[src/rtl/spi_slave.sv]
// SPI responder: oversampled SCLK/SS_N/MOSI, one byte per slot, full duplex, all CPOL/CPHA modes.
// Define SPI_SLAVE_LSB_FIRST_EN for LSB-first shifting in both directions (default MSB-first).
module spi_slave #(
  parameter int SYNC_STAGES = 2
) (
  input  logic       clk_i,
  input  logic       rst_i,
  input  logic       cpol_i,
  input  logic       cpha_i,
  input  logic [7:0] din_i,
  output logic [7:0] dout_o,
  output logic       spi_done_tick_o,
  output logic       busy_o,
  input  logic       sclk_i,
  input  logic       ss_n_i,
  input  logic       mosi_i,
  output logic       miso_o,
  output logic       miso_oe_o
);

  typedef enum logic {IDLE, ACTIVE} state_t;

  state_t                 state;
  logic [SYNC_STAGES-1:0] sclk_sync, ss_sync, mosi_sync;
  logic                   sclk_s, ss_s, mosi_s;
  logic                   sclk_prev, ss_prev;
  logic                   lead_q, trail_q, ss_fall_q, ss_rise_q, mosi_q;
  logic [1:0]             fill_cnt;
  logic                   armed;
  logic [2:0]             bit_cnt;
  logic [7:0]             rx_q, tx_q, rx_next;
  logic                   sample_edge, shift_edge;

`ifdef SPI_SLAVE_LSB_FIRST_EN
  function automatic logic out_bit(input logic [7:0] b);
    return b[0];
  endfunction
  function automatic logic [7:0] shift_out(input logic [7:0] b);
    return {1'b0, b[7:1]};
  endfunction
  assign rx_next = {mosi_q, rx_q[7:1]};
`else
  function automatic logic out_bit(input logic [7:0] b);
    return b[7];
  endfunction
  function automatic logic [7:0] shift_out(input logic [7:0] b);
    return {b[6:0], 1'b0};
  endfunction
  assign rx_next = {rx_q[6:0], mosi_q};
`endif

  assign sclk_s      = sclk_sync[SYNC_STAGES-1];
  assign ss_s        = ss_sync[SYNC_STAGES-1];
  assign mosi_s      = mosi_sync[SYNC_STAGES-1];
  assign sample_edge = cpha_i ? trail_q : lead_q;
  assign shift_edge  = cpha_i ? lead_q : trail_q;

  always_ff @(posedge clk_i) begin
    if (rst_i) begin
      sclk_sync <= {SYNC_STAGES{cpol_i}};
      ss_sync   <= '1;
      mosi_sync <= '0;
    end else begin
      sclk_sync <= {sclk_sync[SYNC_STAGES-2:0], sclk_i};
      ss_sync   <= {ss_sync[SYNC_STAGES-2:0], ss_n_i};
      mosi_sync <= {mosi_sync[SYNC_STAGES-2:0], mosi_i};
    end
  end

  // Select falls are only accepted once a real (not preloaded) high level has
  // been seen, so SS_N held low across reset release cannot start a frame.
  always_ff @(posedge clk_i) begin
    if (rst_i) begin
      sclk_prev <= cpol_i;
      ss_prev   <= 1'b1;
      lead_q    <= 1'b0;
      trail_q   <= 1'b0;
      ss_fall_q <= 1'b0;
      ss_rise_q <= 1'b0;
      mosi_q    <= 1'b0;
      fill_cnt  <= '0;
      armed     <= 1'b0;
    end else begin
      sclk_prev <= sclk_s;
      ss_prev   <= ss_s;
      mosi_q    <= mosi_s;
      lead_q    <= (sclk_s != sclk_prev) && (sclk_prev == cpol_i);
      trail_q   <= (sclk_s != sclk_prev) && (sclk_s == cpol_i);
      ss_fall_q <= armed && ss_prev && !ss_s;
      ss_rise_q <= !ss_prev && ss_s;
      if (fill_cnt != 2'(SYNC_STAGES)) fill_cnt <= fill_cnt + 2'd1;
      else if (ss_s)                   armed    <= 1'b1;
    end
  end

  always_ff @(posedge clk_i) begin
    if (rst_i) begin
      state           <= IDLE;
      bit_cnt         <= '0;
      rx_q            <= '0;
      tx_q            <= '0;
      dout_o          <= '0;
      spi_done_tick_o <= 1'b0;
      busy_o          <= 1'b0;
      miso_o          <= 1'b0;
      miso_oe_o       <= 1'b0;
    end else begin
      spi_done_tick_o <= 1'b0;
      case (state)
        IDLE: begin
          if (ss_fall_q) begin
            state     <= ACTIVE;
            busy_o    <= 1'b1;
            miso_oe_o <= 1'b1;
            bit_cnt   <= '0;
            if (!cpha_i) begin
              miso_o <= out_bit(din_i);
              tx_q   <= shift_out(din_i);
            end else begin
              tx_q   <= din_i;
            end
          end
        end
        ACTIVE: begin
          if (ss_rise_q) begin
            state     <= IDLE;
            busy_o    <= 1'b0;
            miso_oe_o <= 1'b0;
            bit_cnt   <= '0;
          end else begin
            if (sample_edge) begin
              rx_q    <= rx_next;
              bit_cnt <= bit_cnt + 3'd1;
              if (bit_cnt == 3'd7) begin
                dout_o          <= rx_next;
                spi_done_tick_o <= 1'b1;
              end
            end
            // A shift edge with the counter at zero is a byte boundary:
            // the next byte is taken from din_i, which the host may have
            // updated after the done tick.
            if (shift_edge) begin
              if (bit_cnt == 3'd0) begin
                miso_o <= out_bit(din_i);
                tx_q   <= shift_out(din_i);
              end else begin
                miso_o <= out_bit(tx_q);
                tx_q   <= shift_out(tx_q);
              end
            end
          end
        end
        default: state <= IDLE;
      endcase
    end
  end

endmodule

[config.mk]
export PLATFORM = sky130hd
export DESIGN_NAME = spi_slave
export DESIGN_NICKNAME = d
export VERILOG_FILES = /design/src/rtl/spi_slave.sv
export SDC_FILE = /design/constraint.sdc
export NUM_CORES = 1
export LEC_CHECK = 0
export ABC_AREA = 1
export CAP_MARGIN = 20
export CORE_ASPECT_RATIO = 0.8
export CORE_MARGIN = 2
export CORE_UTILIZATION = 54
export CTS_CLUSTER_DIAMETER = 200
export DETAILED_ROUTE_END_ITERATION = 8
export PLACE_DENSITY = 0.79
export SYNTH_ARGS = -nofsm -noshare
export SYNTH_HDL_FRONTEND = slang
export SYNTH_SLANG_ARGS = --single-unit
[constraint.sdc]
create_clock -name clk_i -period 1.5 [get_ports clk_i]
set_input_delay 0.3 -clock clk_i [delete_from_list [all_inputs] [get_ports clk_i]]
set_output_delay 0.3 -clock clk_i [all_outputs]
set_load 0.02 [all_outputs]
==> impl_metrics.env, run 1 <==
export IMPL_ys_warn_count=0
export IMPL_holdPathStages=2
export IMPL_crit_chain="clkdlybuf4s50_1, inv_4, nand2_1, nand2_2, nand2_2, inv_4, o21ai_0, nor2_1"
export IMPL_via_per_inst=5.04
export IMPL_grt_max_degree=30
export IMPL_die_area_um2=4190
export IMPL_finalClockSkew_ns=0.00652
export IMPL_drc_errors=0
export IMPL_pre_cts_slack_ns=-0.173
export IMPL_regArea_um2=921
export IMPL_path_buf_inv=3
export IMPL_fin_area_um2=2380
export IMPL_placementRows=19
export IMPL_start_util_pct=57.4
export IMPL_critPathArrivalTime_ns=1.56
export IMPL_syn_to_final_growth_pct=19.8
export IMPL_timing_final_crit_share_pct=92.0
export IMPL_required_ns=1.68
export IMPL_min_to="mosi_q$_SDFF_PP0_"
export IMPL_power_uw=2410
export IMPL_synth_area_top_cells="dfxtp_1 (46%), nand2_1 (14%), nand3_1 (7.5%)"
export IMPL_firstDrtPassIters=4
export IMPL_layout_drive_gt1_share_pct=9.87
export IMPL_ys_seq_elements=46
export IMPL_grt_use_met3_pct=4.11
export IMPL_timing_rr_start="bit_cnt[0]$_SDFFE_PP0P_"
export IMPL_wl_per_cell_um=11.1
export IMPL_route_vias_total=1744
export IMPL_use_met1_pct=26.0
export IMPL_cts_sinks=46
export IMPL_worstHoldPathType="reg2reg"
export IMPL_numCtsBuffers=5
export IMPL_reg2reg_slack_ns=0.13
export IMPL_place_area_um2=2310
export IMPL_clock_root_buffer="clkbuf_8"
export IMPL_finalHoldViolCount=0
export IMPL_cts_tree="built"
export IMPL_relSlewSlack_pct=80.1
export IMPL_netlist_cell_type_count=25
export IMPL_critPathSlowestCell="clkdlybuf4s50_1"
export IMPL_dpl_cell_count=338
export IMPL_yosys_area_share_simple_pct=35.0
export IMPL_synth_compound_area_share_pct=7.98
export IMPL_ir_drop_uv=694
export IMPL_worstPathMaxFanout=10
export IMPL_status="completed"
export IMPL_crit_family="buffers and inverters"
export IMPL_max_stage_delay_ns=0.59
export IMPL_synth_adder_area_share_pct=2.51
export IMPL_fmax_mhz=725
export IMPL_grt_pass1_vias=1514
export IMPL_multiInputGateArea_um2=906
export IMPL_use_met2_pct=31.7
export IMPL_chipHeight_um=58.3
export IMPL_netlist_instances=272
export IMPL_worst_hold_startpoint="mosi_sync[1]$_SDFF_PP0_"
export IMPL_synth_top_area_share_pct=46.3
export IMPL_syn_avg_cell_area_um2=7.32
export IMPL_netlist_area_um2=1990
export IMPL_grt_pass1_wl_um=6320
export IMPL_dpl_hpwl_um=2790
export IMPL_synthMuxAreaShare_pct=0
export IMPL_yosysTopAreaCell="dfxtp_1"
export IMPL_instances_no_fill=346
export IMPL_pin_count=27
export IMPL_final_setup_tns_ns=0
export IMPL_path_clk_slew_ns=0.08
export IMPL_nFillCells=320
export IMPL_ctsHtreeMaxLevel=2
export IMPL_power_density_nw_per_um2=1010
export IMPL_nets=322
export IMPL_gp_congestion=0.859
export IMPL_reg2reg_depth=8
export IMPL_postLayoutSetupSlackWorst_ns=0.120
export IMPL_slew_viol_final=0
export IMPL_min_period_ns=1.38
export IMPL_ant_nets=0
export IMPL_reg2reg_to="miso_o$_SDFFE_PP0P_"
export IMPL_rsz0062_at_grt="false"
export IMPL_overflow=0
export IMPL_synth_net_count=291
export IMPL_ys_seq_area_share_pct=46.3
export IMPL_top_usage_layer="met2"
export IMPL_cts_setup_buffers=0
export IMPL_finalSetupViolCount=0
export IMPL_port_buffers=26
export IMPL_synth_top_family_by_area="simple AND/OR/NAND/NOR gates"
export IMPL_cp_end_kind="flop"
export IMPL_drt_iter0_drc=98
export IMPL_clock_latency_ns=0.29
export IMPL_core_area_um2=3470
export IMPL_tightest_slew_ns=0.298
export IMPL_routed_wl_um=3830
export IMPL_dieWidth_um=71.9
export IMPL_maxCapViolCount=0
export IMPL_antenna_found_initial=0
export IMPL_p_leak_uw=0.00113
export IMPL_start_kind="primary input"
export IMPL_clk_path_buf_depth=2
export IMPL_insertedDiodeCount=0
export IMPL_path_class="in2reg"
export IMPL_synthXorXnorAreaFrac_pct=0
export IMPL_grt_use_total_pct=19.4
-- sequential cells by signal, summed over array words and instances, names as in the netlist, 2 cells and up --
name / cells
bit_cnt: 3
mosi_sync: 2
fill_cnt: 2
ss_sync: 2
sclk_sync: 2
rx_q: 7
dout_o: 8
tx_q: 8
-- cells in the final DEF, fill, tap and decap left out, drive strengths merged --
cell type	synthesis	final
dlygate4sd2	0	12
nor3	2	2
nor2	38	38
o21ai	12	12
dfxtp	46	46
inv	25	25
nand2	80	80
ha	4	4
or2	3	3
nand4	1	1
clkbuf	2	6
nand3	32	32
buf	8	8
a21oi	19	19
clkinv	0	2
clkdlybuf4s50	0	14
-- worst reg2reg max path, stage by stage, from the launching register on --
cell     delay (ns)
dfxtp_1        0.37
inv_1          0.07
ha_1           0.22
nand2_1        0.25
nand2_1        0.12
nand2_1        0.07
o21ai_1        0.06
nor2_1         0.09
nor2_1         0.05
-- report_power, final --
part | switching, µW | total (µW) | leakage, µW | internal (µW)
combinational | 198 | 351 | 0.000712 | 153
sequential | 37.6 | 1330 | 0.000375 | 1300
clock | 401 | 730 | 0.0000452 | 329
total | 637 | 2410 | 0.00113 | 1780
-- area by class of cell --
| cell class | instances | share of cell area [%] |
|---|---|---|
| sequential | 46 | 38.6 |
| inverter | 25 | 4.25 |
| multi-input combinational | 191 | 38.0 |
| clock buffer | 6 | 3.04 |
| timing repair buffer | 34 | 13.3 |
| clock inverter | 2 | 0.577 |
| tap | 42 | 2.20 |
-- cell families (layout without fill, tap and decap cells) --
| group | Yosys count | after routing |
|---|---|---|
| flops | 46 | 46 |
| buf+inv | 35 | 67 |
| compound gates | 31 | 31 |
| fa+ha+maj | 4 | 4 |
| simple gates | 156 | 156 |
-- cell usage after synthesis --
cell and n:
inv_1 22, o21ai_1 1, nor3_1 2, o21ai_0 11
nor2_8 1, buf_6 2, nand3_1 30, inv_4 3
ha_1 4, nand2_1 75, buf_2 5, nand2_2 4
dfxtp_1 46, a21oi_2 1, nor2_4 1, or2_2 2
buf_4 1, nor2_1 36, or2_1 1, nand3_2 1
a21oi_1 18, nand4_1 1, clkbuf_1 2, nand2_4 1
nand3_4 1
-- how the worst max path moves through the flow --
stage	start	to	slack, ns	depth (start not counted)
6_report	cpha_i	bit_cnt[0]$_SDFFE_PP0P_	0.12	8
3_3_place_gp	cpha_i	dout_o[0]$_SDFFE_PP0P_	-0.11	7
4_1_cts	cpha_i	bit_cnt[0]$_SDFFE_PP0P_	0.13	8
5_1_grt	bit_cnt[0]$_SDFFE_PP0P_	miso_o$_SDFFE_PP0P_	0.0004	8
3_5_place_dp	cpha_i	bit_cnt[0]$_SDFFE_PP0P_	-0.17	8
2_1_floorplan	bit_cnt[0]$_SDFFE_PP0P_	miso_o$_SDFFE_PP0P_	0.22	9
-- per-stage QoR --
step	utilization, %	hold WS, ns
floorplan	-	0.388
global placement	66.7	0.391
detailed placement	66.7	0.401
CTS	68.7	0.413
global route	68.7	0.439
finish	68.7	0.412
-- repair_timing --
| action | CTS | global route |
|---|---|---|
| endpoints found under the setup margin | 12 | 0 |
| endpoints found under the hold margin | 0 | 0 |
| hold buffers | 0 | 0 |
| resized for setup | 12 | 0 |
-- metal layers --
layer	part of all wire (%)	wire length (µm)
met1	50	1920
met2	44	1680
met3	4.9	189
met4	1.0	40
met5	0	0
Note: power is estimated with default switching activity, not from simulation.
==> run 2, diff against run 1 <==
--- a/config.mk
+++ b/config.mk
@@ -9,10 +9,12 @@
 export CAP_MARGIN = 20
 export CORE_ASPECT_RATIO = 0.8
 export CORE_MARGIN = 2
-export CORE_UTILIZATION = 54
+export CORE_UTILIZATION = 45
 export CTS_CLUSTER_DIAMETER = 200
 export DETAILED_ROUTE_END_ITERATION = 8
-export PLACE_DENSITY = 0.79
+export HOLD_SLACK_MARGIN = 0.05
+export PLACE_DENSITY = 0.67
+export RECOVER_POWER = 50
 export SYNTH_ARGS = -nofsm -noshare
 export SYNTH_HDL_FRONTEND = slang
 export SYNTH_SLANG_ARGS = --single-unit
==> impl_metrics.env, run 2 (synthesis gave the netlist of run 1 again) <==
export IMPL_finalSetupViolCount=0
export IMPL_tightest_slew_ns=0.560
export IMPL_die_area_um2=4980
export IMPL_critPathLaunch="cpha_i"
export IMPL_antenna_found_initial=0
export IMPL_timing_rr_start="bit_cnt[0]$_SDFFE_PP0P_"
export IMPL_reg2reg_to="miso_o$_SDFFE_PP0P_"
export IMPL_largest_registers="dout_o: 8 flops, tx_q: 8 flops, rx_q: 7 flops"
export IMPL_path_clk_slew_ns=0.08
export IMPL_finalHoldViolCount=0
export IMPL_firstDrtPassIters=4
export IMPL_grt_pass1_wl_um=6910
export IMPL_pin_count=27
export IMPL_via_per_inst=4.59
export IMPL_finish_utilization_pct=56.3
export IMPL_final_cell_mix="nand2_1 (75), dfxtp_1 (46), nor2_1 (36), nand3_1 (30), inv_1 (22)"
export IMPL_wl_per_cell_um=10.7
export IMPL_ir_drop_uv=644
export IMPL_dieWidth_um=78.4
export IMPL_grt_use_total_pct=17.6
export IMPL_cts_tree="built"
export IMPL_reg2reg_depth=8
export IMPL_min_period_ns=1.37
export IMPL_syn_to_final_growth_pct=19.6
export IMPL_maxCapViolCount=0
export IMPL_dpl_hpwl_um=2860
export IMPL_layout_drive_gt1_share_pct=8.88
export IMPL_start_kind="primary input"
export IMPL_insertedDiodeCount=0
export IMPL_ant_nets=0
export IMPL_status="completed"
export IMPL_p_leak_uw=0.00111
export IMPL_worstHoldPathType="reg2reg"
export IMPL_port_buffers=26
export IMPL_place_area_um2=2330
export IMPL_drt_iter0_drc=114
export IMPL_power_density_nw_per_um2=997
export IMPL_fin_area_um2=2380
export IMPL_critPathArrivalTime_ns=1.56
export IMPL_timing_final_crit_share_pct=91.5
export IMPL_grt_pass1_vias=1555
export IMPL_fmax_mhz=728
export IMPL_required_ns=1.68
export IMPL_cts_sinks=46
export IMPL_cp_end_kind="flop"
export IMPL_grt_max_degree=22
export IMPL_rsz0062_at_grt="false"
export IMPL_ctsHtreeMaxLevel=2
export IMPL_reg2reg_slack_ns=0.20
export IMPL_path_class="in2reg"
export IMPL_numCtsBuffers=5
export IMPL_route_vias_total=1656
export IMPL_relSlewSlack_pct=62.7
export IMPL_worstSetupEndpoint="bit_cnt[0]$_SDFFE_PP0P_"
export IMPL_slew_viol_final=0
export IMPL_clock_latency_ns=0.29
export IMPL_overflow=0
export IMPL_clk_path_buf_depth=2
export IMPL_worst_hold_startpoint="ss_sync[0]$_SDFF_PP1_"
export IMPL_gp_congestion=0.786
export IMPL_placementRows=21
export IMPL_final_common_cell="nand2_1"
export IMPL_chipHeight_um=63.5
export IMPL_finalClockSkew_ns=0.00677
export IMPL_clock_root_buffer="clkbuf_8"
export IMPL_cts_setup_buffers=0
export IMPL_start_util_pct=47.1
export IMPL_hold_buffers=0
export IMPL_drc_errors=0
export IMPL_nets=323
export IMPL_routed_wl_um=3860
export IMPL_worstPathMaxFanout=10
export IMPL_core_area_um2=4230
[run 2: cell types whose count changed in the layout (fill, tap and decap cells not counted), sizes merged]
cell and delta:
clkinv -2, buf -2, dlygate4sd3 +1, clkdlybuf4s50 -1, clkbuf +3, clkinvlp +1
[run 2: layer usage]
metal | wire length [µm] | GRT usage (%) | vias to the layer above
li1 | - | - | 922
met1 | 1990 | 23.8 | 705
met2 | 1680 | 26.6 | 23
met3 | 153 | 5.30 | 6
met4 | 42 | 5.92 | 0
met5 | 0 | 0 | -
[run 2: final cells by class]
type	instances	area [µm²]
clock inverter	1	7.51
sequential	46	921
timing repair buffer	35	302
inverter	25	101
multi-input combinational	191	906
tap	57	71.3
clock buffer	6	72.6
fill	423	1850
[run 2: critical path, cell delays in order]
cell and delay (ns):
clkdlybuf4s50_1 0.58, inv_4 0.06, nand2_1 0.09, nand2_2 0.08, nand2_2 0.15, inv_4 0.08
o21ai_0 0.15, nor2_1 0.06
[run 2: stage by stage]
stage	hold slack (ns)	total power (µW)	setup TNS, ns	instances	setup slack (ns)
2_1_floorplan	0.388	1610	0	272	0.217
3_3_place_gp	0.395	1700	-2.41	354	-0.133
3_5_place_dp	0.397	1710	-2.77	354	-0.165
4_1_cts	0.411	2420	0	361	0.144
5_1_grt	0.443	2530	0	361	0.0165
6_report	0.407	2370	0	361	0.127
[run 2: report_power, final]
part           total [µW]  internal, µW  switching (µW)
registers            1330          1300            37.9
logic                 340           145             195
clock network         699           320             380
total                2370          1760             612
[run 2: repair_timing]
| item | 4_1_cts | 5_1_grt |
|---|---|---|
| endpoints found under the setup margin | 12 | 0 |
| hold endpoints to repair | 0 | 0 |
| resized for setup | 12 | 0 |
[run 2: worst min-delay path by stage]
stage	end	slack [ns]	cells past startpoint
floorplan	mosi_q$_SDFF_PP0_	0.39	2
global placement	ss_sync[1]$_SDFF_PP1_	0.40	1
detailed placement	ss_sync[1]$_SDFF_PP1_	0.40	1
CTS	mosi_sync[1]$_SDFF_PP0_	0.41	2
global route	mosi_q$_SDFF_PP0_	0.44	2
finish	ss_sync[1]$_SDFF_PP1_	0.41	1
==> run 3, diff against run 2 <==
--- a/config.mk
+++ b/config.mk
@@ -7,13 +7,15 @@
 export LEC_CHECK = 0
 export ABC_AREA = 1
 export CAP_MARGIN = 20
-export CORE_ASPECT_RATIO = 0.8
+export CELL_PAD_IN_SITES_DETAIL_PLACEMENT = 1
+export CELL_PAD_IN_SITES_GLOBAL_PLACEMENT = 2
+export CORE_ASPECT_RATIO = 2
 export CORE_MARGIN = 2
-export CORE_UTILIZATION = 45
+export CORE_UTILIZATION = 30
 export CTS_CLUSTER_DIAMETER = 200
 export DETAILED_ROUTE_END_ITERATION = 8
 export HOLD_SLACK_MARGIN = 0.05
-export PLACE_DENSITY = 0.67
+export PLACE_DENSITY_LB_ADDON = 0.1
 export RECOVER_POWER = 50
 export SYNTH_ARGS = -nofsm -noshare
 export SYNTH_HDL_FRONTEND = slang
==> impl_metrics.env, run 3 (synthesis gave the netlist of run 1 again) <==
export IMPL_firstDrtPassIters=4
export IMPL_ir_drop_uv=768
export IMPL_dr_wl_met3_um=140
export IMPL_chipHeight_um=119
export IMPL_worstPathMaxFanout=8
export IMPL_path_class="in2reg"
export IMPL_required_ns=1.69
export IMPL_fin_area_um2=2520
export IMPL_critPathArrivalTime_ns=1.52
export IMPL_path_clk_slew_ns=0.06
export IMPL_die_area_um2=7340
export IMPL_placementRows=42
export IMPL_largest_registers="dout_o: 8 flops, tx_q: 8 flops, rx_q: 7 flops"
export IMPL_status="completed"
export IMPL_ctsHtreeMaxLevel=2
export IMPL_hold_buffers=0
export IMPL_max_stage_delay_ns=0.61
export IMPL_dieWidth_um=61.6
export IMPL_insertedDiodeCount=0
export IMPL_place_area_um2=2410
export IMPL_crit_family="buffers and inverters"
export IMPL_final_common_cell="nand2_1"
export IMPL_routed_wl_um=4640
export IMPL_grt_use_total_pct=14.3
export IMPL_highest_layer="met4"
export IMPL_slew_viol_final=0
export IMPL_pin_count=27
export IMPL_wl_per_cell_um=11.7
export IMPL_clock_root_buffer="clkbuf_16"
export IMPL_syn_to_final_growth_pct=26.8
export IMPL_multiInputGateArea_um2=903
export IMPL_drt_met1_wl_um=2100
export IMPL_finalHoldViolCount=0
export IMPL_start_util_pct=30.5
export IMPL_relSlewSlack_pct=71.1
export IMPL_met2WireLength_um=2310
export IMPL_cts_sinks=46
export IMPL_drt_iter0_drc=78
export IMPL_gp_congestion=0.743
export IMPL_drc_errors=0
export IMPL_path_common_cell="nand2_1"
export IMPL_postLayoutSetupSlackWorst_ns=0.165
export IMPL_whs_ns=0.408
export IMPL_pre_cts_slack_ns=-0.175
export IMPL_layout_drive_gt1_share_pct=10.7
export IMPL_maxCapViolCount=0
export IMPL_via_per_inst=4.51
export IMPL_antenna_found_initial=0
export IMPL_power_uw=2780
export IMPL_clock_latency_ns=0.29
export IMPL_reg2reg_slack_ns=0.19
export IMPL_worstHoldPathType="reg2reg"
export IMPL_path_buf_inv=2
export IMPL_start_kind="primary input"
export IMPL_nets=327
export IMPL_regArea_um2=921
export IMPL_cts_tree="built"
export IMPL_nFillCells=839
export IMPL_numCtsBuffers=5
export IMPL_timing_final_crit_share_pct=89.0
export IMPL_p_leak_uw=0.00118
export IMPL_crit_chain="dlygate4sd3_1, clkbuf_1, nor2_8, nand2_1, nand2_1"
export IMPL_core_area_um2=6520
export IMPL_min_period_ns=1.34
export IMPL_critPathSlowestCell="dlygate4sd3_1"
export IMPL_overflow=0
export IMPL_finalClockSkew_ns=0.00370
export IMPL_clk_path_buf_depth=2
export IMPL_finish_utilization_pct=38.7
export IMPL_cp_end_kind="flop"
export IMPL_fmax_mhz=749
export IMPL_finalSetupViolCount=0
export IMPL_dpl_hpwl_um=3520
export IMPL_route_vias_total=1791
export IMPL_grt_pass1_vias=1809
export IMPL_grt_pass1_wl_um=8070
export IMPL_power_density_nw_per_um2=1100
export IMPL_grt_max_degree=21
export IMPL_tightest_slew_ns=0.433
export IMPL_port_buffers=26
export IMPL_ant_nets=0
export IMPL_final_cell_mix="nand2_1 (76), dfxtp_1 (46), nor2_1 (36), nand3_1 (30), inv_1 (22)"
export IMPL_rsz0062_at_grt="false"
## run 3: final timing paths
kind                            from                 endpoint  cells after the start
max reg2reg         state$_SDFF_PP0_  bit_cnt[2]$_SDFFE_PP0P_                      6
min          mosi_sync[0]$_SDFF_PP0_  mosi_sync[1]$_SDFF_PP0_                      2
max                            rst_i   dout_o[0]$_SDFFE_PP0P_                      5
min reg2reg  mosi_sync[0]$_SDFF_PP0_  mosi_sync[1]$_SDFF_PP0_                      2
## run 3: stage by stage
step	setup TNS (ns)	instances
finish	0	397
global route	0	397
CTS	0	397
detailed placement	-3.29	389
global placement	-2.45	389
floorplan	0	272
## run 3: repair_timing
item / 4_1_cts / 5_1_grt
setup endpoints to repair: 11 / 2
resized for setup: 11 / 2
gates cloned: 0 / 0
endpoints found under the hold margin: 0 / 0
setup buffers: 0 / 0
## run 3: layout make-up
type                    count  area share (%)
repair buffers             39            13.8
well taps                  88            4.36
clock inverters             2           0.545
flip-flops and latches     46            36.5
multi-input cells         191            35.8
clock buffers               6            5.10
inverters                  25            3.91
## run 3: tightest hold or removal path, delay by kind of cell, from the launching register on
family / cells / cell delay (ns)
AND/OR/NAND/NOR: 1 / 0.03
buffers and inverters: 1 / 0.04
flip-flops: 1 / 0.30
## run 3: per-layer routing
metal | track usage [%] | vias up
met5 | 0 | -
met4 | 5.59 | 0
met3 | 3.26 | 7
met2 | 23.8 | 20
met1 | 17.2 | 832
li1 | - | 932
## run 3: where the power goes
group / leakage, µW / switching [µW] / internal [µW]
Sequential: 0.000375 / 38.3 / 1300
Combinational: 0.000734 / 203 / 155
Clock: 0.0000708 / 462 / 618
Total: 0.00118 / 704 / 2070
